## src/rtl/mct_pkg.sv

```systemverilog
`default_nettype none
// ============================================================================
//  Module      : mct_pkg
//  Description : Shared types and constants for the MCT read scheduler.
//  Revision    : 1.0 - initial release
// ============================================================================
package mct_pkg;

    localparam int CL_BYTES_LOG2 = 6;

    localparam logic STYPE_NFA   = 1'b0;
    localparam logic STYPE_QUERY = 1'b1;

    typedef enum logic [2:0] {
        IDLE    = 3'd0,
        NFA_AR  = 3'd1,
        BARRIER = 3'd2,
        QRY_AR  = 3'd3,
        DRAIN   = 3'd4
    } rd_state_t;

endpackage
`default_nettype wire

```

## src/rtl/mct_rd_beat_tagger.sv

```systemverilog
`default_nettype none
// ============================================================================
//  Module      : mct_rd_beat_tagger
//  Description : Counts accepted R beats and derives stream type and tlast.
//  Revision    : 1.0 - initial release
// ============================================================================
module mct_rd_beat_tagger
    import mct_pkg::*;
(
    input  logic        clk,
    input  logic        rst,
    input  logic        clear_i,
    input  logic        beat_fire_i,
    input  logic [31:0] nfa_len_i,
    input  logic [32:0] total_len_i,
    output logic        ttype_o,
    output logic        tlast_o,
    output logic        nfa_complete_o,
    output logic        final_beat_o
);

    logic [32:0] cnt_q, cnt_d;
    logic [32:0] w_nfa_len;
    logic        w_at_nfa_last;
    logic        w_at_total_last;

    assign w_nfa_len = {1'b0, nfa_len_i};

    // Zero-length guards keep the wrapped "len-1" from ever matching.
    assign w_at_nfa_last   = (nfa_len_i != 32'd0) && (cnt_q == w_nfa_len - 33'd1);
    assign w_at_total_last = (total_len_i != 33'd0) && (cnt_q == total_len_i - 33'd1);

    assign ttype_o        = (cnt_q >= w_nfa_len) ? STYPE_QUERY : STYPE_NFA;
    assign tlast_o        = w_at_nfa_last | w_at_total_last;
    assign nfa_complete_o = (cnt_q >= w_nfa_len) | (beat_fire_i & w_at_nfa_last);
    assign final_beat_o   = beat_fire_i & w_at_total_last;

    always_comb begin
        cnt_d = cnt_q;
        if (clear_i) begin
            cnt_d = 33'd0;
        end else if (beat_fire_i) begin
            cnt_d = cnt_q + 33'd1;
        end
    end

    always_ff @(posedge clk) begin
        if (rst) begin
            cnt_q <= 33'd0;
        end else begin
            cnt_q <= cnt_d;
        end
    end

endmodule
`default_nettype wire

```

## src/rtl/mct_rd_scheduler.sv

```systemverilog
`default_nettype none
// ============================================================================
//  Module      : mct_rd_scheduler
//  Description : Sequences NFA then query reads onto one AXI AR channel and
//                tags returned beats. MCT_RD_PHASE_BARRIER_EN holds the first
//                query AR until every NFA beat has been accepted downstream.
//  Revision    : 1.0 - initial release
// ============================================================================
module mct_rd_scheduler
    import mct_pkg::*;
#(
    parameter int C_ADDR_WIDTH      = 64,
    parameter int C_DATA_WIDTH      = 512,
    parameter int C_BURST_LEN       = 16,
    parameter int C_MAX_OUTSTANDING = 16
) (
    input  logic                    clk,
    input  logic                    rst,
    input  logic                    ctrl_start,
    output logic                    ctrl_done,
    input  logic [C_ADDR_WIDTH-1:0] nfa_addr,
    input  logic [31:0]             nfa_numcls,
    input  logic [C_ADDR_WIDTH-1:0] query_addr,
    input  logic [31:0]             query_numcls,
    output logic                    m_axi_arvalid,
    input  logic                    m_axi_arready,
    output logic [C_ADDR_WIDTH-1:0] m_axi_araddr,
    output logic [7:0]              m_axi_arlen,
    input  logic                    m_axi_rvalid,
    output logic                    m_axi_rready,
    input  logic [C_DATA_WIDTH-1:0] m_axi_rdata,
    input  logic                    m_axi_rlast,
    output logic                    m_axis_tvalid,
    input  logic                    m_axis_tready,
    output logic [C_DATA_WIDTH-1:0] m_axis_tdata,
    output logic                    m_axis_ttype,
    output logic                    m_axis_tlast
);

    localparam int              OUT_W   = $clog2(C_MAX_OUTSTANDING + 1);
    localparam logic [OUT_W-1:0] MAX_OUT = OUT_W'(C_MAX_OUTSTANDING);
    localparam logic [31:0]      BURST   = 32'(C_BURST_LEN);

    rd_state_t               state_q, state_d;
    logic [C_ADDR_WIDTH-1:0] addr_q, addr_d;
    logic [C_ADDR_WIDTH-1:0] qry_addr_q, qry_addr_d;
    logic [C_ADDR_WIDTH-1:0] araddr_q, araddr_d;
    logic [31:0]             rem_q, rem_d;
    logic [31:0]             qry_rem_q, qry_rem_d;
    logic [31:0]             nfa_len_q, nfa_len_d;
    logic [32:0]             total_q, total_d;
    logic [7:0]              arlen_q, arlen_d;
    logic                    arvalid_q, arvalid_d;
    logic                    done_q, done_d;
    logic [OUT_W-1:0]        out_q, out_d;

    logic        w_busy, w_start, w_ar_fire, w_ar_last, w_beat_fire, w_rlast_fire;
    logic [31:0] w_beats_q, w_beats_d;
    logic        w_nfa_complete, w_final_beat;

    function automatic logic [31:0] burst_beats(input logic [31:0] rem);
        return (rem < BURST) ? rem : BURST;
    endfunction

    assign w_busy        = (state_q != IDLE);
    assign w_start       = (state_q == IDLE) & ctrl_start;
    assign m_axi_rready  = w_busy & m_axis_tready;
    assign m_axis_tvalid = w_busy & m_axi_rvalid;
    assign m_axis_tdata  = m_axi_rdata;
    assign w_beat_fire   = m_axis_tvalid & m_axis_tready;
    assign w_rlast_fire  = w_beat_fire & m_axi_rlast;
    assign w_ar_fire     = arvalid_q & m_axi_arready;
    assign w_beats_q     = burst_beats(rem_q);
    assign w_ar_last     = w_ar_fire & (rem_q == w_beats_q);

    assign m_axi_arvalid = arvalid_q;
    assign m_axi_araddr  = araddr_q;
    assign m_axi_arlen   = arlen_q;
    assign ctrl_done     = done_q;

    mct_rd_beat_tagger u_tagger (
        .clk            (clk),
        .rst            (rst),
        .clear_i        (w_start),
        .beat_fire_i    (w_beat_fire),
        .nfa_len_i      (nfa_len_q),
        .total_len_i    (total_q),
        .ttype_o        (m_axis_ttype),
        .tlast_o        (m_axis_tlast),
        .nfa_complete_o (w_nfa_complete),
        .final_beat_o   (w_final_beat)
    );

`ifndef MCT_RD_PHASE_BARRIER_EN
    logic w_unused_nfa_complete;
    assign w_unused_nfa_complete = w_nfa_complete;
`endif

    always_comb begin
        state_d    = state_q;
        addr_d     = addr_q;
        rem_d      = rem_q;
        qry_addr_d = qry_addr_q;
        qry_rem_d  = qry_rem_q;
        nfa_len_d  = nfa_len_q;
        total_d    = total_q;
        done_d     = 1'b0;

        if (w_ar_fire) begin
            addr_d = addr_q + (C_ADDR_WIDTH'(w_beats_q) << CL_BYTES_LOG2);
            rem_d  = rem_q - w_beats_q;
        end

        case (state_q)
            IDLE: begin
                if (ctrl_start) begin
                    nfa_len_d  = nfa_numcls;
                    qry_addr_d = query_addr;
                    qry_rem_d  = query_numcls;
                    total_d    = {1'b0, nfa_numcls} + {1'b0, query_numcls};
                    if (nfa_numcls != 32'd0) begin
                        state_d = NFA_AR;
                        addr_d  = nfa_addr;
                        rem_d   = nfa_numcls;
                    end else if (query_numcls != 32'd0) begin
                        state_d = QRY_AR;
                        addr_d  = query_addr;
                        rem_d   = query_numcls;
                    end else begin
                        done_d = 1'b1;
                    end
                end
            end
            NFA_AR: begin
                if (w_ar_last) begin
                    if (qry_rem_q == 32'd0) begin
                        state_d = DRAIN;
                    end else begin
`ifdef MCT_RD_PHASE_BARRIER_EN
                        state_d = BARRIER;
`else
                        state_d = QRY_AR;
`endif
                        addr_d = qry_addr_q;
                        rem_d  = qry_rem_q;
                    end
                end
            end
            BARRIER: begin
                if (w_nfa_complete) begin
                    state_d = QRY_AR;
                end
            end
            QRY_AR: begin
                if (w_ar_last) begin
                    state_d = DRAIN;
                end
            end
            DRAIN: begin
                if (w_final_beat) begin
                    state_d = IDLE;
                    done_d  = 1'b1;
                end
            end
            default: state_d = IDLE;
        endcase

        case ({w_ar_fire, w_rlast_fire && (out_q != '0)})
            2'b10:   out_d = out_q + 1'b1;
            2'b01:   out_d = out_q - 1'b1;
            default: out_d = out_q;
        endcase

        // Next AR is staged from next-state values so bursts can go back-to-back.
        w_beats_d = burst_beats(rem_d);
        arvalid_d = 1'b0;
        araddr_d  = araddr_q;
        arlen_d   = arlen_q;
        if (arvalid_q && !m_axi_arready) begin
            arvalid_d = 1'b1;
        end else if ((state_d == NFA_AR || state_d == QRY_AR) &&
                     (rem_d != 32'd0) && (out_d < MAX_OUT)) begin
            arvalid_d = 1'b1;
            araddr_d  = addr_d;
            arlen_d   = 8'(w_beats_d - 32'd1);
        end
    end

    always_ff @(posedge clk) begin
        if (rst) begin
            state_q    <= IDLE;
            addr_q     <= '0;
            rem_q      <= '0;
            qry_addr_q <= '0;
            qry_rem_q  <= '0;
            nfa_len_q  <= '0;
            total_q    <= '0;
            araddr_q   <= '0;
            arlen_q    <= '0;
            arvalid_q  <= 1'b0;
            done_q     <= 1'b0;
            out_q      <= '0;
        end else begin
            state_q    <= state_d;
            addr_q     <= addr_d;
            rem_q      <= rem_d;
            qry_addr_q <= qry_addr_d;
            qry_rem_q  <= qry_rem_d;
            nfa_len_q  <= nfa_len_d;
            total_q    <= total_d;
            araddr_q   <= araddr_d;
            arlen_q    <= arlen_d;
            arvalid_q  <= arvalid_d;
            done_q     <= done_d;
            out_q      <= out_d;
        end
    end

endmodule
`default_nettype wire

```

## config.mk

```make
export PLATFORM = sky130hd
export DESIGN_NAME = mct_rd_scheduler
export DESIGN_NICKNAME = d
export VERILOG_FILES = /design/src/rtl/mct_pkg.sv /design/src/rtl/mct_rd_beat_tagger.sv /design/src/rtl/mct_rd_scheduler.sv
export SDC_FILE = /design/constraint.sdc
export NUM_CORES = 1
export LEC_CHECK = 0
export ABC_AREA = 1
export CAP_MARGIN = 40
export CORE_AREA = 2 2 503 505
export DETAILED_ROUTE_END_ITERATION = 10
export DIE_AREA = 0 0 505 507
export PLACE_DENSITY = 0.33
export SYNTH_ARGS = -nofsm -noshare
export SYNTH_HDL_FRONTEND = slang
export SYNTH_HIERARCHICAL = 1
export SYNTH_SLANG_ARGS = --single-unit
```

## constraint.sdc

```tcl
create_clock -name clk -period 9.8 [get_ports clk]
set_clock_uncertainty 0.05 [all_clocks]
set_input_delay 0.98 -clock clk [delete_from_list [all_inputs] [get_ports clk]]
set_output_delay 0.98 -clock clk [all_outputs]
set_load 0.05 [all_outputs]
```

==> qor.yml <==
run_status: "finished clean"
path_clk_slew_ns: 0.07
portBuffers: 276
drcViolationCount: 0
switching_share: 0.4396
die_y_um: 507
required_ns: 10.26
p_total_mw: 6.696
syn_inst: 4748
yosysTopAreaCellShare: 0.2425
timing.rr.end: "m_axi_araddr[58]"
cts_buffer_depth: 3
layout_commonest_cell: "nand2_1"
finalMaxSlewViolations: 0
reg2reg_depth: 28
leakage_nw: 14.62
cts_tree: "yes"
area_delta_synth_final_pct: 15.12
ctsHoldBuffers: 0
worst_setup_path_end_kind: "flop"
synth_async_sr_flop_share: 0
wirelength_um: 197200
crit_arrival_ns: 6.40
criticalPathCategory: "in -> reg"
placementRows: 184
power_frac_clock: 0.311
worst_pin_slew_ns: 0.9722
yosys_warnings: 6
clkSinkCount: 372
die_x_um: 505
nets: 5272
post_dp_cell_area_mm2: 0.03356
synth_edf_count: 0
dpl.hpwl_um: 163600
drive_gt1_frac: 0.06548
clockRootBuffer: "clkbuf_16"
start_kind: "input pin"
cap_violations: 0
max_freq_mhz: 168.4
p_int_mw: 3.753
drt_iter0_markers: 2140
crit_fanout: 47
peakVddDrop_mv: 0.1408
first_pass_iters: 7
switching_power_mw: 2.943
io_pins: 1301
grt_pass1_vias: 29953
finalWeightedCongestion: 0.9121
grt_use_total: 0.1477
slew_headroom: 0.3519
antenna_found_initial: 40
cts_resized: 0
htree_levels: 2
power_density_mw_per_mm2: 189.4
hold_violations: 0
holdPathStages: 2
antenna_left: 0
syn_area_mm2: 0.03071
ys_seq_area_frac: 0.2425
synth-seq-cells: 372
fin_crit_sh: 0.6059
synth_area_leaders: "dfxtp_1, buf_4, nand2_1, nor2_1, inv_1"
holdCritStartpoint: "m_axi_arlen[7]"
fin_tns_setup_ns: 0
wl_per_cell_um: 25.15
reg2reg_from: "rem_q[29]"
vias_per_cell: 3.883
syn_avg_cell_area_um2: 6.469
cts_buffers: 51
core-area_mm2: 0.2505
rsz0062_at_grt: "false"
fillers: 29268
final_cell_mix: "nand2_1, nor2_1, inv_1, dfxtp_1, a21oi_1"
overflow: 0
min_to: "m_axi_arlen[7]"
fin_crit_ns: 5.938
synth_cell_types: 72
vias: 30459
synth_top_area_cell: "dfxtp_1"
setup_viol: 0
initial_core_util: 0.1226
clk_latency_ns: 0.69
ys.flop_type: "dfxtp_1"
reg2reg_slack_ns: 4.11
min-delay-path-class: "reg -> reg"
grt_pass1_wl_um: 263000
comb_power_share: 0.397
grt_max_degree: 183
postLayoutCellArea_mm2: 0.03536
post-cts-setup-buffer-count: 0
power_frac_seq: 0.293
design.die.area_mm2: 0.2560
power by group through the flow:
stage          clock (mW)  sequential (mW)  combinational (mW)
4_1_cts              2.16             1.96                2.66
5_1_grt              2.20             1.98                2.91
3_3_place_gp            0             1.99                2.65
6_report             2.08             1.96                2.66
3_5_place_dp            0             1.99                2.65
2_1_floorplan           0             2.07                2.08
cell type report:
type,instances,area (um^2),area share
flip-flops and latches,372,7447,0.2106
diodes,6,15.01,0.0004246
multi-input cells,3197,16830,0.4761
clock inverters,19,310.3,0.008776
inverters,520,1967,0.05563
clock buffers,72,1475,0.04172
repair buffers,310,3122,0.08829
well taps,3348,4189,0.1185
state kept, by name, summed over array words and instances (netlist names):
| signal | flops |
|---|---|
| nfa_len_q | 32 |
| qry_addr_q | 64 |
| state_q | 3 |
| m_axi_arlen | 8 |
| m_axi_araddr | 64 |
| total_q | 33 |
| addr_q | 64 |
| out_q | 5 |
| m_axi_arvalid | 1 |
| qry_rem_q | 32 |
| rem_q | 32 |
| ctrl_done | 1 |
| u_tagger/cnt_q | 33 |
Yosys cell counts (39+ instances only):
library cell and instances:
xnor2_1 60, a21oi_1 324, xor2_1 75, nor3_1 53, nand3_1 225, o21ai_0 296, ha_1 106, inv_1 493
dfxtp_1 372, nor2_1 534, buf_4 524, clkbuf_1 117, o221ai_1 39, nand2_1 972, o21bai_1 42, nand4_1 72
worst max path at each step:
stage	start	to	slack [ns]	cells past startpoint
after floorplan	state_q[2]	m_axi_araddr[0]	5.01	27
after global placement	m_axi_arready	m_axi_araddr[8]	2.85	22
after detailed placement	m_axi_arready	m_axi_araddr[8]	3.05	23
after CTS	m_axi_arready	m_axi_araddr[8]	3.74	23
after global routing	m_axi_arready	m_axi_araddr[56]	3.49	22
final	m_axi_arready	m_axi_araddr[8]	3.86	23
routing by layer:
| metal | GRT usage | vias to the layer above | wire [um] |
|---|---|---|---|
| li1 | - | 14371 | - |
| met1 | 0.1568 | 14332 | 72070 |
| met2 | 0.2568 | 1288 | 95150 |
| met3 | 0.05078 | 446 | 17890 |
| met4 | 0.07830 | 22 | 11910 |
| met5 | 0.002593 | - | 224 |
through the flow:
step / cells / setup slack [ns] / hold WS, ns / util
3_5_place_dp: 7747 / 3.053 / 0.3870 / 0.1340
3_3_place_gp: 7741 / 2.852 / 0.3912 / 0.1334
6_report: 7844 / 3.862 / 0.3935 / 0.1412
4_1_cts: 7838 / 3.743 / 0.4001 / 0.1411
2_1_floorplan: 4774 / 5.011 / 0.3745 / -
5_1_grt: 7839 / 3.488 / 0.4041 / 0.1411
critical path, stage by stage:
cell             delay, ns
clkdlybuf4s50_1       0.67
nand2_1               0.09
buf_4                 0.27
inv_2                 0.39
nand3_1               0.15
nor2_2                0.16
nand4_4               0.35
nand2_4               0.43
nand2_2               0.42
inv_2                 0.61
nor2_1                0.08
nor2_1                0.22
nand2_1               0.10
nor2_1                0.13
nand2_1               0.08
nor2_1                0.14
nand2_2               0.09
nand3_4               0.09
buf_4                 0.34
buf_16                0.28
nand2_1               0.09
nand2_1               0.07
a21oi_1               0.05
kinds of logic after synthesis:
kind of cell / after synthesis / synth area share
simple gates: 2021 / 0.2871
buf+inv: 1205 / 0.2139
compound gates: 900 / 0.1710
flops: 372 / 0.2425
xor+xnor: 136 / 0.03923
fa+ha+maj: 109 / 0.04514
mux: 3 / 0.0009778
other cells: 2 / 0.0002445
Note: power is estimated with default switching activity, not from simulation.
